### src/rtl/spi_display_ctrl_pkg.sv
// -----------------------------------------------------------------------------
// spi_display_ctrl_pkg
// Shared types and constants for the display SPI transaction controller.
//   state_t  : controller FSM states
//   owner_t  : which requester currently owns the packet (NONE/CMD/PIX)
//   DC_CMD / DC_DATA : levels of the display data/command line
//   DEF_CS_* : default chip-select timing in clock cycles
// -----------------------------------------------------------------------------
package spi_display_ctrl_pkg;

    typedef enum logic [2:0] {
        ST_IDLE,
        ST_SETUP,
        ST_LOAD,
        ST_WAIT,
        ST_HOLD,
        ST_GAP
    } state_t;

    typedef enum logic [1:0] {
        OWN_NONE,
        OWN_CMD,
        OWN_PIX
    } owner_t;

    localparam logic DC_CMD  = 1'b0;
    localparam logic DC_DATA = 1'b1;

    localparam int DEF_CS_SETUP_CYC = 2;
    localparam int DEF_CS_HOLD_CYC  = 2;
    localparam int DEF_CS_GAP_CYC   = 4;

    // The timers count down to zero, so a duration of N cycles loads N-1.
    function automatic logic [3:0] cyc_to_load(input int cyc);
        return 4'(cyc - 1);
    endfunction

endpackage

### src/rtl/spi_display_ctrl_if.sv
// -----------------------------------------------------------------------------
// spi_display_ctrl_if
// Bundles the requester handshakes, the byte-wide SPI master handshake and
// the display pins of the controller.
//   cmd_*   : command/parameter requester (valid/ready, byte, dc, last)
//   pix_*   : pixel requester (valid/ready, RGB565 pixel, last)
//   spi_*   : byte interface towards the SPI master
//   cs_n/dc : display chip-select and data/command line
//   ctrl_busy : controller is not idle
// Modports:
//   slave  : the controller itself
//   master : the surrounding front-end and SPI master
// -----------------------------------------------------------------------------
interface spi_display_ctrl_if;

    logic        cmd_valid;
    logic [7:0]  cmd_data;
    logic        cmd_dc;
    logic        cmd_last;
    logic        cmd_ready;

    logic        pix_valid;
    logic [15:0] pix_data;
    logic        pix_last;
    logic        pix_ready;

    logic        spi_start;
    logic [7:0]  spi_data;
    logic        spi_busy;
    logic        spi_new_data;

    logic        cs_n;
    logic        dc;
    logic        ctrl_busy;

    modport slave (
        input  cmd_valid, cmd_data, cmd_dc, cmd_last,
        output cmd_ready,
        input  pix_valid, pix_data, pix_last,
        output pix_ready,
        output spi_start, spi_data,
        input  spi_busy, spi_new_data,
        output cs_n, dc, ctrl_busy
    );

    modport master (
        output cmd_valid, cmd_data, cmd_dc, cmd_last,
        input  cmd_ready,
        output pix_valid, pix_data, pix_last,
        input  pix_ready,
        input  spi_start, spi_data,
        output spi_busy, spi_new_data,
        input  cs_n, dc, ctrl_busy
    );

endinterface

### src/rtl/spi_display_ctrl_cs_timer.sv
// -----------------------------------------------------------------------------
// spi_display_ctrl_cs_timer
// 4-bit load / count-down timer shared by the chip-select setup, hold and gap
// phases. It saturates at zero and never wraps.
//   clk, rst_n : clock, asynchronous active-low reset
//   load_i     : load value_i this cycle (takes precedence over counting)
//   value_i    : count to load
//   done_o     : count has reached zero
// -----------------------------------------------------------------------------
module spi_display_ctrl_cs_timer (
    input  logic       clk,
    input  logic       rst_n,
    input  logic       load_i,
    input  logic [3:0] value_i,
    output logic       done_o
);

    logic [3:0] cnt_q;

    // Load on request, otherwise step down until zero and stay there.
    always_ff @(posedge clk or negedge rst_n) begin
        if (!rst_n) begin
            cnt_q <= 4'd0;
        end else if (load_i) begin
            cnt_q <= value_i;
        end else if (cnt_q != 4'd0) begin
            cnt_q <= cnt_q - 4'd1;
        end
    end

    assign done_o = (cnt_q == 4'd0);

endmodule

### src/rtl/spi_display_ctrl.sv
// -----------------------------------------------------------------------------
// spi_display_ctrl
// Arbitrates between the command and pixel requesters, frames each packet
// with chip-select, drives the display dc line and hands bytes one at a time
// to the SPI master. Pixels go out high byte first.
//   clk, rst_n : clock, asynchronous active-low reset
//   bus        : controller side (slave modport) of spi_display_ctrl_if
// Parameters CS_SETUP_CYC / CS_HOLD_CYC / CS_GAP_CYC (1..15) set the
// chip-select setup, hold and minimum inter-packet gap in cycles.
// -----------------------------------------------------------------------------
module spi_display_ctrl
    import spi_display_ctrl_pkg::*;
#(
    parameter int CS_SETUP_CYC = DEF_CS_SETUP_CYC,
    parameter int CS_HOLD_CYC  = DEF_CS_HOLD_CYC,
    parameter int CS_GAP_CYC   = DEF_CS_GAP_CYC
) (
    input  logic               clk,
    input  logic               rst_n,
    spi_display_ctrl_if.slave  bus
);

    state_t     state_q;
    owner_t     owner_q;
    logic       phase_lo_q;
    logic       last_q;
    logic [7:0] pix_lo_q;
    logic [7:0] spi_data_q;
    logic       dc_q;
    logic       cs_n_q;

    logic       cmd_fire;
    logic       pix_hi_fire;
    logic       pix_lo_fire;
    logic       start;
    logic [7:0] byte_d;
    logic       dc_d;
    logic       going_hold;
    logic       tmr_load;
    logic [3:0] tmr_value;
    logic       tmr_done;

    spi_display_ctrl_cs_timer u_cs_timer (
        .clk     (clk),
        .rst_n   (rst_n),
        .load_i  (tmr_load),
        .value_i (tmr_value),
        .done_o  (tmr_done)
    );

    // Handshakes are combinational so that ready, spi_start and the byte on
    // spi_data all fall in the single cycle in which the requester's data is
    // sampled. Nothing starts while the SPI master is still busy.
    assign cmd_fire    = (state_q == ST_LOAD) && (owner_q == OWN_CMD) &&
                         bus.cmd_valid && !bus.spi_busy;
    assign pix_hi_fire = (state_q == ST_LOAD) && (owner_q == OWN_PIX) &&
                         !phase_lo_q && bus.pix_valid && !bus.spi_busy;
    assign pix_lo_fire = (state_q == ST_LOAD) && (owner_q == OWN_PIX) &&
                         phase_lo_q && !bus.spi_busy;
    assign start       = cmd_fire || pix_hi_fire || pix_lo_fire;

    // A packet ends after a byte flagged last completes, but for pixels only
    // once the low byte has gone out.
    assign going_hold  = (state_q == ST_WAIT) && bus.spi_new_data && last_q &&
                         ((owner_q == OWN_CMD) || phase_lo_q);

    // Select the byte and dc level presented with a start pulse.
    always_comb begin
        byte_d = spi_data_q;
        dc_d   = dc_q;
        if (cmd_fire) begin
            byte_d = bus.cmd_data;
            dc_d   = bus.cmd_dc;
        end else if (pix_hi_fire) begin
            byte_d = bus.pix_data[15:8];
            dc_d   = DC_DATA;
        end else if (pix_lo_fire) begin
            byte_d = pix_lo_q;
            dc_d   = DC_DATA;
        end
    end

    // The shared timer is loaded on entry to SETUP, HOLD and GAP.
    always_comb begin
        tmr_load  = 1'b0;
        tmr_value = 4'd0;
        if ((state_q == ST_IDLE) && (bus.cmd_valid || bus.pix_valid)) begin
            tmr_load  = 1'b1;
            tmr_value = cyc_to_load(CS_SETUP_CYC);
        end else if (going_hold) begin
            tmr_load  = 1'b1;
            tmr_value = cyc_to_load(CS_HOLD_CYC);
        end else if ((state_q == ST_HOLD) && tmr_done) begin
            tmr_load  = 1'b1;
            tmr_value = cyc_to_load(CS_GAP_CYC);
        end
    end

    // Main controller FSM. Ownership is decided only in IDLE (command wins)
    // and held until GAP finishes. spi_data and dc are captured on every
    // start so they stay put through WAIT and after the packet.
    always_ff @(posedge clk or negedge rst_n) begin
        if (!rst_n) begin
            state_q    <= ST_IDLE;
            owner_q    <= OWN_NONE;
            phase_lo_q <= 1'b0;
            last_q     <= 1'b0;
            pix_lo_q   <= 8'd0;
            spi_data_q <= 8'd0;
            dc_q       <= DC_CMD;
            cs_n_q     <= 1'b1;
        end else begin
            if (start) begin
                spi_data_q <= byte_d;
                dc_q       <= dc_d;
            end
            case (state_q)
                ST_IDLE: begin
                    phase_lo_q <= 1'b0;
                    if (bus.cmd_valid) begin
                        owner_q <= OWN_CMD;
                        state_q <= ST_SETUP;
                        cs_n_q  <= 1'b0;
                    end else if (bus.pix_valid) begin
                        owner_q <= OWN_PIX;
                        state_q <= ST_SETUP;
                        cs_n_q  <= 1'b0;
                    end
                end
                ST_SETUP: begin
                    if (tmr_done) begin
                        state_q <= ST_LOAD;
                    end
                end
                ST_LOAD: begin
                    if (cmd_fire) begin
                        last_q  <= bus.cmd_last;
                        state_q <= ST_WAIT;
                    end else if (pix_hi_fire) begin
                        pix_lo_q <= bus.pix_data[7:0];
                        last_q   <= bus.pix_last;
                        state_q  <= ST_WAIT;
                    end else if (pix_lo_fire) begin
                        state_q <= ST_WAIT;
                    end
                end
                ST_WAIT: begin
                    if (bus.spi_new_data) begin
                        if ((owner_q == OWN_PIX) && !phase_lo_q) begin
                            phase_lo_q <= 1'b1;
                            state_q    <= ST_LOAD;
                        end else if (going_hold) begin
                            phase_lo_q <= 1'b0;
                            state_q    <= ST_HOLD;
                        end else begin
                            phase_lo_q <= 1'b0;
                            state_q    <= ST_LOAD;
                        end
                    end
                end
                ST_HOLD: begin
                    if (tmr_done) begin
                        cs_n_q  <= 1'b1;
                        state_q <= ST_GAP;
                    end
                end
                ST_GAP: begin
                    if (tmr_done) begin
                        owner_q <= OWN_NONE;
                        state_q <= ST_IDLE;
                    end
                end
                default: begin
                    state_q <= ST_IDLE;
                end
            endcase
        end
    end

    assign bus.spi_start = start;
    assign bus.spi_data  = byte_d;
    assign bus.dc        = dc_d;
    assign bus.cmd_ready = cmd_fire;
    assign bus.pix_ready = pix_hi_fire;
    assign bus.cs_n      = cs_n_q;
    assign bus.ctrl_busy = (state_q != ST_IDLE);

endmodule

### src/flat_wrapper.sv
// flat-port wrapper written by rule: the top's interface ports become plain ports
module spi_display_ctrl_flat import spi_display_ctrl_pkg::*;
#(
    parameter int CS_SETUP_CYC = DEF_CS_SETUP_CYC,
    parameter int CS_HOLD_CYC  = DEF_CS_HOLD_CYC,
    parameter int CS_GAP_CYC   = DEF_CS_GAP_CYC
)
  (clk, rst_n, bus_cmd_valid, bus_cmd_data, bus_cmd_dc, bus_cmd_last, bus_cmd_ready, bus_pix_valid, bus_pix_data, bus_pix_last, bus_pix_ready, bus_spi_start, bus_spi_data, bus_spi_busy, bus_spi_new_data, bus_cs_n, bus_dc, bus_ctrl_busy);
  spi_display_ctrl_if bus_i ();
  input  logic clk;
  input  logic rst_n;
  input wire logic [$bits(bus_i.cmd_valid)-1:0] bus_cmd_valid;
  input wire logic [$bits(bus_i.cmd_data)-1:0] bus_cmd_data;
  input wire logic [$bits(bus_i.cmd_dc)-1:0] bus_cmd_dc;
  input wire logic [$bits(bus_i.cmd_last)-1:0] bus_cmd_last;
  output wire logic [$bits(bus_i.cmd_ready)-1:0] bus_cmd_ready;
  input wire logic [$bits(bus_i.pix_valid)-1:0] bus_pix_valid;
  input wire logic [$bits(bus_i.pix_data)-1:0] bus_pix_data;
  input wire logic [$bits(bus_i.pix_last)-1:0] bus_pix_last;
  output wire logic [$bits(bus_i.pix_ready)-1:0] bus_pix_ready;
  output wire logic [$bits(bus_i.spi_start)-1:0] bus_spi_start;
  output wire logic [$bits(bus_i.spi_data)-1:0] bus_spi_data;
  input wire logic [$bits(bus_i.spi_busy)-1:0] bus_spi_busy;
  input wire logic [$bits(bus_i.spi_new_data)-1:0] bus_spi_new_data;
  output wire logic [$bits(bus_i.cs_n)-1:0] bus_cs_n;
  output wire logic [$bits(bus_i.dc)-1:0] bus_dc;
  output wire logic [$bits(bus_i.ctrl_busy)-1:0] bus_ctrl_busy;
  assign bus_i.cmd_valid = bus_cmd_valid;
  assign bus_i.cmd_data = bus_cmd_data;
  assign bus_i.cmd_dc = bus_cmd_dc;
  assign bus_i.cmd_last = bus_cmd_last;
  assign bus_cmd_ready = bus_i.cmd_ready;
  assign bus_i.pix_valid = bus_pix_valid;
  assign bus_i.pix_data = bus_pix_data;
  assign bus_i.pix_last = bus_pix_last;
  assign bus_pix_ready = bus_i.pix_ready;
  assign bus_spi_start = bus_i.spi_start;
  assign bus_spi_data = bus_i.spi_data;
  assign bus_i.spi_busy = bus_spi_busy;
  assign bus_i.spi_new_data = bus_spi_new_data;
  assign bus_cs_n = bus_i.cs_n;
  assign bus_dc = bus_i.dc;
  assign bus_ctrl_busy = bus_i.ctrl_busy;
  spi_display_ctrl #(.CS_SETUP_CYC(CS_SETUP_CYC), .CS_HOLD_CYC(CS_HOLD_CYC), .CS_GAP_CYC(CS_GAP_CYC)) u_core (.clk(clk), .rst_n(rst_n), .bus(bus_i));
endmodule
### config.mk
export PLATFORM = sky130hd
export DESIGN_NAME = spi_display_ctrl_flat
export DESIGN_NICKNAME = d
export VERILOG_FILES = /design/src/rtl/spi_display_ctrl_pkg.sv /design/src/rtl/spi_display_ctrl_if.sv /design/src/rtl/spi_display_ctrl_cs_timer.sv /design/src/rtl/spi_display_ctrl.sv /design/src/flat_wrapper.sv
export SDC_FILE = /design/constraint.sdc
export NUM_CORES = 1
export LEC_CHECK = 0
export BUFFER_PORTS_ARGS = -buffer_cell sky130_fd_sc_hd__buf_2
export CORE_MARGIN = 3
export CORE_UTILIZATION = 35
export CTS_CLUSTER_DIAMETER = 150
export CTS_CLUSTER_SIZE = 20
export DETAILED_ROUTE_END_ITERATION = 10
export MAX_ROUTING_LAYER = met4
export SETUP_SLACK_MARGIN = 0.5
export SYNTH_ARGS = -nofsm -noshare
export SYNTH_HDL_FRONTEND = slang
export SYNTH_HIERARCHICAL = 1
export SYNTH_SLANG_ARGS = --single-unit
export TNS_END_PERCENT = 50
### constraint.sdc
create_clock -name clk -period 2.78 [get_ports clk]
set_input_delay 0.278 -clock clk [delete_from_list [all_inputs] [get_ports clk]]
set_output_delay 0.278 -clock clk [all_outputs]
set_load 0.005 [all_outputs]
==> flow_summary.toml <==
[yosys]
synth.yosys.seq_area_share_pct = 42.3
netlist_top_cells_area = "dfrtp_1 41%, o2bb2ai_1 8.2%, mux2_4 7.0%, nor3b_1 3.9%, a211oi_1 3.5%"
synth_cell_types = 41
synth_edf_count = 0
synthFlopType = "dfrtp_1"
ys_seq_elements = 29
synth_warnings = 6
synth_top_area_share_pct = 40.8
syn_inst = 173
synth_area_um2 = 1720
synthArstFlopShare_pct = 100
avgSynthCellArea_um2 = 9.92
synth_area_leader_cell = "dfrtp_1"

[cells_and_area]
final_nets = 251
drive_above_1_share_pct = 33.5
final_common_cell = "buf_2"
final_cell_mix = "46 x buf_2, 27 x dfrtp_1, 16 x o2bb2ai_1"
antennaDiodeCount = 0
area_delta_synth_final_pct = 20.1

[worst_setup_path]
critical_path.max_fanout = 20
end_kind = "primary output"
critical_path_arrival_ns = 1.86
required_ns = 2.50
critPathKind = "flop to primary output"
rr_worst_depth = 9
cp-start-kind = "flop"

[drt]
dr_total_vias = 1432
routed_wl_mm = 3.93
ant_nets = 0
post_drt_wl_per_cell_um = 13.9
drc = 0
first_pass_iters = 4
initialDrtViolationCount = 45
routed_via_density = 5.06

[pwr]
ir_drop_mv = 0.503
p_per_area_nw_per_um2 = 918
leakagePower_uw = 0.000994

[global_route]
met2_usage_pct = 20.8
grt_usage_pct = 14.4
grt_pass1_wl_mm = 6.54
busiest_layer = "met2"
antenna_found_initial = 0
grt_pass1_vias = 1356
grt_use_met1_pct = 18.3
grt_overflow = 0
grt_use_met3_pct = 6.03
grt_max_degree = 30

[place]
io_buffer_count = 46
dpl.hpwl_mm = 2.91
gp_congestion = 0.819
dp_slack_ns = 0.659

[clock_network]
holdBufCountCts = 0
cts_sinks = 29
htree_num_levels = 2
path_clk_slew_ns = 0.06
cts_tree = "done"
cts_buffers = 5
root_buffer = "clkbuf_8"
cts_buffer_depth = 2
clock_latency_ns = 0.28

[job]
maxCapViolations = 0

[timing]
relSlewSlack_pct = 57.4
setup_ws_ns = 0.637
min_period_ns = 2.14
finalClockSkew_ns = 0.00584
hold_violations = 0
slew_viol_final = 0
tightest_slew_ns = 0.639
fin_crit_sh_pct = 77.1
fmax_mhz = 467
rsz0062_at_grt = "yes"
tns_ns = 0
setup_violations = 0

[die]
die_w_um = 76.0
core_area_um2 = 4530
num_io_pins = 47
dieArea_um2 = 5780
die_y_um = 76.0
start_util_pct = 37.9
rows = 24

[status]
status = "finished clean"

[worst_hold_path]
hold_class = "primary input to asynchronous set/reset pin"
-- final cells by class --
| type | count | area (µm²) |
|---|---|---|
| repair buffers | 49 | 253 |
| clock inverters | 2 | 10.0 |
| flip-flops and latches | 29 | 728 |
| clock buffers | 6 | 72.6 |
| fillers | 457 | 2470 |
| multi-input cells | 124 | 887 |
| inverters | 8 | 30.0 |
| well taps | 65 | 81.3 |
-- through the flow --
step	total power [µW]	util, %	cell area, µm²	instances	hold WS (ns)
after floorplan	1360	-	1720	174	-0.0176
after global placement	1540	43.3	1960	274	0.347
after detailed placement	1550	43.3	1960	274	0.352
after CTS	1900	45.1	2050	282	0.0442
after global routing	2070	45.5	2060	283	0.0738
final	1890	45.5	2060	283	0.0129
-- cells by family (layout without fill, tap and decap cells) --
| family | count (synthesis) | count (layout) | share of synthesized area, % |
|---|---|---|---|
| AOI/OAI and AO/OA | 50 | 50 | 20.7 |
| xor gates and xnor gates | 1 | 1 | 0.510 |
| adders and majority gates | 1 | 1 | 0.729 |
| buffers and inverters | 21 | 65 | 6.63 |
| DFF | 29 | 29 | 42.3 |
| muxes | 10 | 10 | 8.24 |
| other | 1 | 2 | 0.218 |
| and+or+nand+nor | 60 | 60 | 20.6 |
-- synth_stat cells, types with 2 or more instances --
cell,count
nor3b_1,9
a21oi_1,8
o22a_1,2
buf_6,4
o21ai_1,2
clkbuf_1,5
nor3_1,5
inv_1,8
buf_2,4
dfrtp_1,28
mux2_4,8
o21ai_0,8
nand2_1,14
nor2_1,8
a211oi_1,8
o2bb2ai_1,16
and3_1,9
nand3_1,3
nor2b_1,2
-- layer usage --
layer	share of wire, %	routed length (µm)
met1	48	1910
met2	43	1690
met3	7.3	286
met4	1.2	48
met5	0	0
-- flip-flops by register name, indices dropped and copies added, names as in the netlist --
name,count
u_core/bus.cs_n,1
u_core/owner_q,2
u_core/pix_lo_q,8
u_core/dc_q,1
u_core/spi_data_q,8
u_core/phase_lo_q,1
u_core/state_q,3
u_core/last_q,1
u_core/u_cs_timer/cnt_q,4
-- critical path: stages (launching register included) --
cell       delay [ns]
dfrtp_1          0.45
nor2b_1          0.13
buf_4            0.16
nor2_1           0.05
a211o_2          0.46
o2bb2ai_1        0.18
buf_2            0.14
-- where the power goes --
group / total [µW] / leakage [µW] / internal [µW] / switching, µW
clock network: 328 / 0.0000450 / 173 / 155
registers: 741 / 0.000365 / 579 / 162
logic: 824 / 0.000584 / 413 / 410
total: 1890 / 0.000994 / 1160 / 727
-- final timing paths --
kind / startpoint / slack, ns / endpoint
max: u_core/owner_q[1] / 0.64 / bus_spi_data[5]
min: rst_n / 0.01 / u_core/spi_data_q[7]
max reg2reg: u_core/u_cs_timer/cnt_q[0] / 0.67 / u_core/u_cs_timer/cnt_q[3]
min reg2reg: u_core/spi_data_q[0] / 0.49 / u_core/spi_data_q[0]
max in group asynchronous: rst_n / 2.30 / u_core/owner_q[0]
min in group clk: bus_pix_data[6] / 0.23 / u_core/pix_lo_q[6]
-- timing repair --
action | 4_1_cts | 5_1_grt
setup endpoints to repair | 10 | 10
pin swaps | 0 | 0
buffers inserted | 0 | 1
resized for setup | 1 | 3
Power figures use the tool's default switching activity.
